$ cat config.mk
export PLATFORM = sky130hd
export DESIGN_NAME = hyperbus_arbiter
export DESIGN_NICKNAME = d
export VERILOG_FILES = /design/src/rtl/hyperbus_arbiter.sv
export SDC_FILE = /design/constraint.sdc
export NUM_CORES = 1
export LEC_CHECK = 0
export BUFFER_PORTS_ARGS = -buffer_cell sky130_fd_sc_hd__buf_2
export CORE_AREA = 2 2 157 159
export CTS_CLUSTER_SIZE = 8
export DETAILED_ROUTE_END_ITERATION = 10
export DIE_AREA = 0 0 159 161
export PLACE_DENSITY = 0.59
export SYNTH_ARGS = -nofsm -noshare
export SYNTH_HDL_FRONTEND = slang
export SYNTH_SLANG_ARGS = --single-unit
$ cat constraint.sdc
create_clock -name clk -period 3.9 [get_ports clk]
set_input_delay 0.39 -clock clk [delete_from_list [all_inputs] [get_ports clk]]
set_output_delay 0.39 -clock clk [all_outputs]
set_load 0.05 [all_outputs]
$ cat src/rtl/hyperbus_arbiter.sv
// hyperbus_arbiter: round-robin arbiter sharing the Hyperbus FIFO user port, routing read returns via an in-order tag queue
module hyperbus_arbiter #(
    parameter int N_REQ      = 4,
    parameter int ADDR_WIDTH = 32,
    parameter int DATA_WIDTH = 32,
    parameter int RD_DEPTH   = 4,
    parameter int WR_GUARD   = 8
) (
    input  logic                        clk,
    input  logic                        rst_n,
    input  logic [N_REQ-1:0]            req_rrq,
    input  logic [N_REQ-1:0]            req_wrq,
    input  logic [N_REQ*ADDR_WIDTH-1:0] req_adr,
    input  logic [N_REQ*DATA_WIDTH-1:0] req_dat,
    output logic [N_REQ-1:0]            req_gnt,
    output logic [N_REQ-1:0]            req_rvalid,
    output logic [DATA_WIDTH-1:0]       req_rdat,
    output logic                        rrq,
    output logic                        wrq,
    output logic [ADDR_WIDTH-1:0]       adr_o,
    output logic [DATA_WIDTH-1:0]       tx_dat_o,
    input  logic                        tx_ready,
    input  logic [DATA_WIDTH-1:0]       rx_dat_i,
    input  logic                        rx_valid,
    output logic                        rx_orphan
);
    localparam int TW = (N_REQ > 1) ? $clog2(N_REQ) : 1;
    localparam int CW = $clog2(RD_DEPTH) + 1;
    localparam int QW = (RD_DEPTH > 1) ? $clog2(RD_DEPTH) : 1;
    localparam int GW = $clog2(WR_GUARD + 1);

    typedef enum logic [1:0] {S_IDLE, S_GUARD, S_WAIT} state_t;

    state_t          r_state;
    logic [GW-1:0]   r_guard;
    logic [TW-1:0]   r_ptr;
    logic [CW-1:0]   r_rd_count;
    logic [TW-1:0]   r_tags [RD_DEPTH];
    logic [QW-1:0]   r_head;
    logic [QW-1:0]   r_tail;

    logic [N_REQ-1:0] w_req;
    logic [TW-1:0]    w_cand;
    logic [TW-1:0]    w_win;
    logic             w_found;
    logic             w_pop;
    logic             w_idle;
    logic             w_rd;
    logic             w_wr;
    logic [TW-1:0]    w_head_tag;

    // The port granted last cycle still shows its request while it sees req_gnt
    assign w_req      = (req_rrq | req_wrq) & ~req_gnt;
    assign w_pop      = rx_valid && (r_rd_count != '0);
    assign w_idle     = (r_state == S_IDLE);
    assign w_head_tag = r_tags[r_head];

    always_comb begin
        w_found = 1'b0;
        w_win   = '0;
        w_cand  = '0;
        for (int k = 1; k <= N_REQ; k++) begin
            w_cand = TW'((int'(r_ptr) + k) % N_REQ);
            if (!w_found && w_req[w_cand]) begin
                w_found = 1'b1;
                w_win   = w_cand;
            end
        end
    end

    // An ineligible winner blocks the cycle outright so writers cannot be starved
    assign w_rd = w_found && req_rrq[w_win] && w_idle
                  && ((r_rd_count < CW'(RD_DEPTH)) || w_pop);
    assign w_wr = w_found && !req_rrq[w_win] && w_idle
                  && (r_rd_count == '0) && tx_ready;

    always_ff @(posedge clk) begin
        if (!rst_n) begin
            r_state    <= S_IDLE;
            r_guard    <= '0;
            r_ptr      <= TW'(N_REQ - 1);
            r_rd_count <= '0;
            r_head     <= '0;
            r_tail     <= '0;
            for (int i = 0; i < RD_DEPTH; i++) r_tags[i] <= '0;
            req_gnt    <= '0;
            req_rvalid <= '0;
            req_rdat   <= '0;
            rrq        <= 1'b0;
            wrq        <= 1'b0;
            adr_o      <= '0;
            tx_dat_o   <= '0;
            rx_orphan  <= 1'b0;
        end else begin
            req_gnt    <= (w_rd || w_wr) ? (N_REQ'(1) << w_win) : '0;
            rrq        <= w_rd;
            wrq        <= w_wr;
            rx_orphan  <= rx_valid && (r_rd_count == '0);
            req_rvalid <= w_pop ? (N_REQ'(1) << w_head_tag) : '0;
            if (w_pop) begin
                req_rdat <= rx_dat_i;
                r_head   <= (r_head == QW'(RD_DEPTH - 1)) ? '0 : r_head + QW'(1);
            end
            if (w_rd || w_wr) begin
                adr_o <= req_adr[int'(w_win)*ADDR_WIDTH +: ADDR_WIDTH];
                r_ptr <= w_win;
            end
            if (w_wr) tx_dat_o <= req_dat[int'(w_win)*DATA_WIDTH +: DATA_WIDTH];
            // On a full queue with a pop, head is read before the slot is reused
            if (w_rd) begin
                r_tags[r_tail] <= w_win;
                r_tail         <= (r_tail == QW'(RD_DEPTH - 1)) ? '0 : r_tail + QW'(1);
            end
            if (w_rd && !w_pop) r_rd_count <= r_rd_count + CW'(1);
            else if (!w_rd && w_pop) r_rd_count <= r_rd_count - CW'(1);
            case (r_state)
                S_IDLE: begin
                    if (w_wr) begin
                        r_state <= S_GUARD;
                        r_guard <= GW'(WR_GUARD - 1);
                    end
                end
                S_GUARD: begin
                    if (r_guard == '0) r_state <= S_WAIT;
                    else r_guard <= r_guard - GW'(1);
                end
                S_WAIT: begin
                    if (tx_ready) r_state <= S_IDLE;
                end
                default: r_state <= S_IDLE;
            endcase
        end
    end
endmodule

## Yosys cells after proc, flatten, opt, wreduce, memory -nomap -nowiden

Memories as Yosys holds them, arrays and structs flattened. A register that Yosys moved wholly into a read port is not among the register bits.
Cells that the tools add are included.

- Memories: 1
- Memory bits (writable): 8
- Output and inout bits: 107
- Input port bits: 300
- Bits in registers: 122
- Memory bits (read-only): 0
- Logic and storage cells: 116
- Latch bits: 0

Memory list:

| memory | depth | width | rd ports | clocked after Yosys merged registers in | write ports | line | source |
|---|---|---|---|---|---|---|---|
| r_tags | 4 | 2 | 1 | 1 | 4 | 38 | `logic [TW-1:0] r_tags [RD_DEPTH];` |

- Divide/modulo/power cells: 0
- Equality and inequality tests: 8
- $mul: 0
- Shifts and indexed selects: 4
- Add/subtract/negate cells: 9
- Reduce and logical (&&, ||, !) cells: 33
- Bitwise logic cells: 3
- Muxes and demuxes: 38
- Magnitude comparators: 6

Operators by type and width:

| cell | number |
|---|---|
| $shiftx 128x8->32 | 2 |
| $mux 2 | 13 |
| $lt 2x3->1 const B | 5 |
| $logic_and 1x1->1 | 14 |
| $mux 1 | 14 |
| $bmux 1 s2 | 5 |
| $add 2x1->2 const B | 4 |
| $mux 4 | 2 |
| $pmux 4 s2 | 1 |
| $shl 1x2->4 const A | 2 |
| $eq 2x2->1 const B | 3 |
| $logic_not 1->1 | 6 |
| $mux 3 | 2 |
| $ne 2x2->1 const B | 3 |
| $pmux 2 s3 | 1 |
| $reduce_and 3->1 | 2 |
| $add 2x2->2 const B | 2 |
| $and 4x4->4 | 1 |
| $logic_not 4->1 | 1 |
| $not 4->4 | 1 |
| $or 4x4->4 | 1 |
| $reduce_and 2->1 | 2 |
| $reduce_bool 2->1 | 2 |
| $sub 4x1->4 const B | 1 |
| other kinds (10) | 11 |

## Longest topological paths before layout

- Depth after elaboration: 24
- Gate-level depth with buffers: 16
- Depth with buffers taken out: 12

## Worst setup path after synthesis

Ideal clock, no wire load.

- Kind: flip-flop to flip-flop
- Start: register req_gnt[2]
- End: register r_rd_count[2]
- Stages on the path, launching flop included: 17
- Library setup time: 0.070 ns
- Path buffers: 4
- Arrival time: 3.705 ns
- Period minus slack after synthesis: 3.775 ns
- Data required time: 3.830 ns
- Setup slack: 0.125 ns
- Cell sequence: dfxtp_1 -> o21ba_2 -> o221a_2 -> buf_2 -> o21a_1 -> buf_6 -> mux4_2 -> buf_2 -> clkbuf_1 -> nand2_1 -> inv_1 -> ha_1 -> inv_1 -> fa_1 -> xor2_1 -> or3_1 -> a21oi_1

- Word-level cells in the longest chain between the ends: 22
- Elaborated cells between the ends (all ways): 34
- Classes of those cells: 19 x mux; 2 x bitwise; 13 x reduce/logical

RTL lines:

| what | line | source |
|---|---|---|
| from (decl) | 15 | `output logic [N_REQ-1:0] req_gnt,` |
| from (signal assigned) | 95 | `req_gnt <= (w_rd \|\| w_wr) ? (N_REQ'(1) << w_win) : '0;` |
| $not 4->4 * | 53 | `assign w_req = (req_rrq \| req_wrq) & ~req_gnt;` |
| $and 4x4->4 * | 53 |  |
| $bmux 1 s2 | 64 | `if (!w_found && w_req[w_cand]) begin` |
| $mux 1 (implied by the code) | 64 |  |
| $mux 1 | 64 |  |
| $logic_not 1->1 | 64 |  |
| $logic_and 1x1->1 | 64 |  |
| $mux 1 | 64 |  |
| [... 6 more ...] | - |  |
| $bmux 1 s2 | 72 | `assign w_rd = w_found && req_rrq[w_win] && w_idle` |
| $mux 1 (implied by the code) | 72 |  |
| $logic_and 1x1->1 * (2 in series) | 72 |  |
| $logic_and 1x1->1 * | 73 | `&& ((r_rd_count < CW'(RD_DEPTH)) \|\| w_pop);` |
| net w_rd | 48 | `logic w_rd;` |
| $logic_not 1->1 | 115 | `else if (!w_rd && w_pop) r_rd_count <= r_rd_count - CW'(1);` |
| $logic_and 1x1->1 | 115 |  |
| $reduce_bool 2->1 (no source line) | - |  |
| to (signal assigned) | 114 | `if (w_rd && !w_pop) r_rd_count <= r_rd_count + CW'(1);` |
| to (signal assigned) | 115 |  |
| to (decl) | 37 | `logic [CW-1:0] r_rd_count;` |

The timed path passes the listed nets; every way through them passes the cells marked *. The select of a mux whose other input is x is not followed.
A chain may end at the register's enable or synchronous reset.

## Worst setup path in the final report

- Start: register req_gnt[3]
- End: register r_rd_count[2]

The elaborated chain is that of the path after synthesis.

==> impl_metrics.ini <==
[timing]
fin_ws_ns = 0.804
rsz0062_at_grt = false
fin_skew_ns = 0.0117
slew_violations = 0
clock.fmax_mhz = 323
setup-tns-final_ns = 0
layout_min_cycle_time_ns = 3.10
holdWs_ns = 0.209
fin_crit_sh = 0.794
max_slew_margin = 0.511
finalHoldViolCount = 0
setup-violations-final = 0
worst_pin_slew_ns = 0.728

[placed_design]
dpl_worst_slack_ns = 0.617
dp_hpwl_um = 19800
place_congestion = 0.912
port_buffers = 406

[logic_synthesis]
synth-seq-area-share = 0.367
synth_nets = 1182
yosys_most_used_dff = dfxtp_1
synth-seq-cells = 132
synth-edff-count = 8
synth_cell_types = 52
yosys_warnings = 0
syn_area_per_cell_um2 = 8.47
netlist_area_mm2 = 0.00743
ys_async_sr_fraction = 0
synthCells = 877

[finish]
fill_cells = 2532
syn2layout_area_growth_pct = 38.4
drive_gt1_frac = 0.390
nets = 1534
register_area_mm2 = 0.00272
antenna_cells = 0
final_cell_mix = 406 x buf_2, 176 x nand2_1, 124 x dfxtp_1, 71 x a21oi_1
multiInputGateArea_mm2 = 0.00432
final_common_cell = buf_2
final_util = 0.429

[floorplanning]
die_h_um = 161
die_w_um = 159
initial_core_util = 0.310
placementRows = 57
die_area_mm2 = 0.0256
core_area_mm2 = 0.0240
io_pins = 407

[clock_network]
cts_buffers = 17
htreeDepth = 4
cts_buffer_depth = 2
cts_resized = 0
post-cts-setup-buffer-count = 0
cts_root_buffer = clkbuf_16
hold_buffers = 0
cts.sinks = 132
clk_latency_ns = 0.42
clkTransAtPathRegs_ns = 0.07
cts_tree = yes

[pwr]
ir_drop_v = 0.000414
p_per_area_mw_per_mm2 = 854
p_leak_nw = 5.05
p_sw_mw = 4.40
pwr-share-seq = 0.220
comb_power_share = 0.598
power_frac_clock = 0.182
swShare = 0.501
intPower_mw = 4.39

[run]
drv_cap = 0

[global_route]
grt_start_max_net_pins = 68
antenna_found_initial = 1
grt_pass1_vias = 7795
grt-ovfl-total = 0
grt_first_pass_wirelength_um = 42200
grt_usage = 0.207

[worst_setup_path]
slowest_delay_ns = 0.41
worstPathArrival_ns = 3.44
path_max_fanout = 21
cp.required_ns = 4.24
critical_path.cell_chain = o21bai_1, o221a_2, o21a_4, mux4_2, nand2_1, inv_1, ha_1, inv_1, fa_1, xor2_1, or3_1, a21oi_1
path_common_cell = inv_1
crit_path_end_kind = flop
path_delay_family = compound AO/OA/AOI/OAI gates
start_kind = flop
cp_slowest_cell = mux4_2
crit_type = flop to flop
cp_num_buf_inv = 2

[outcome]
status = finished, final reports clean

[routing]
vias = 8087
firstDrtPassIters = 5
wl_per_cell_um = 17.7
dr.first_iter.drc_count = 458
drc = 0
antenna_left = 0
wl_um = 27800
viasPerCell = 5.16

[hold_path]
hold_path_class = input pin to flop
[path summary, 6_finish.rpt]
kind | from | to | slack (ns) | depth (start not counted)
worst min-delay path | rx_dat_i[11] | req_rdat[11]$_SDFFE_PN0P_ | 0.21 | 3
worst min register to register | req_rdat[2]$_SDFFE_PN0P_ | req_rdat[2]$_SDFFE_PN0P_ | 0.45 | 2
worst max-delay path | req_gnt[3]$_SDFF_PN0_ | r_rd_count[2]$_SDFFE_PN0P_ | 0.80 | 12
worst max register to register | req_gnt[3]$_SDFF_PN0_ | r_rd_count[2]$_SDFFE_PN0P_ | 0.80 | 12
[power groups by stage]
stage / Combinational [mW] / Clock (mW) / Sequential, mW
finish: 5.25 / 1.60 / 1.93
global placement: 5.23 / 0 / 1.95
floorplan: 2.99 / 0 / 2.90
CTS: 5.27 / 1.65 / 1.93
detailed placement: 5.25 / 0 / 1.96
global route: 5.67 / 1.70 / 1.98
[layout make-up]
class / instances / area share
clock buffer: 17 / 0.0414
clock inverter: 15 / 0.0156
inverter: 14 / 0.00523
multi-input combinational: 639 / 0.420
sequential: 132 / 0.265
tap: 324 / 0.0394
timing repair buffer: 425 / 0.214
[worst min-delay path, stage by stage]
cell	delay (ns)
buf_2	0.09
nand2_1	0.05
a21oi_1	0.05
[synth_stat cells (3+ instances only)]
cell        n  area, um^2
o32ai_1    13         114
a21oi_1    71         355
inv_1      14        52.6
mux2_2      9         101
nor2_1     19        71.3
a2111o_1   32         360
mux2_1     10         113
clkbuf_1   80         300
a311oi_1   21         184
mux4_2      4        90.1
nand3_1     5        25.0
nand2b_1    4        25.0
nor3_1      9        45.0
buf_1       3        11.3
and3_1     31         194
dfxtp_1   124        2480
mux2i_1    35         350
and2_1     20         125
nor4_1      3        18.8
o211a_1    51         510
o21ai_0    39         195
buf_2       6        30.0
ha_1        4        50.1
edfxtp_1    8         240
nand2_1   176         661
a211oi_1   51         383
[through the flow]
stage	instances	instance area [um^2]	power, mW
floorplan	877	7430	5.89
finish	1566	10300	8.78
global route	1566	10300	9.35
global placement	1534	9700	7.18
detailed placement	1534	9700	7.21
CTS	1566	10300	8.85
[layer usage]
layer	vias to the layer above	wire length [um]	GRT usage	share of wire
met5	-	14	0	0.00050
met3	45	1780	0.0473	0.064
met1	3798	12000	0.262	0.43
met4	2	707	0.0752	0.025
li1	3954	-	-	-
met2	288	13300	0.346	0.48
[kinds of logic (layout without fill, tap and decap cells)]
kind of cell    Yosys count  in the layout  share of synthesized area
compound gates          296            296                      0.304
simple gates            275            275                      0.165
flops                   132            132                      0.367
buf+inv                 106            471                     0.0571
mux                      60             60                     0.0942
fa+ha+maj                 5              5                    0.00943
xor+xnor                  3              3                    0.00354
[state kept, by name, indices dropped and copies added, names as in the netlist, named ones only]
register and flops:
adr_o 32, r_guard 4, r_head 2, r_ptr 2, r_rd_count 3, r_state 2
r_tags 8, r_tail 2, req_gnt 4, req_rdat 32, req_rvalid 4, rrq 1
rx_orphan 1, tx_dat_o 32, wrq 1
Power figures use the tool's default switching activity.
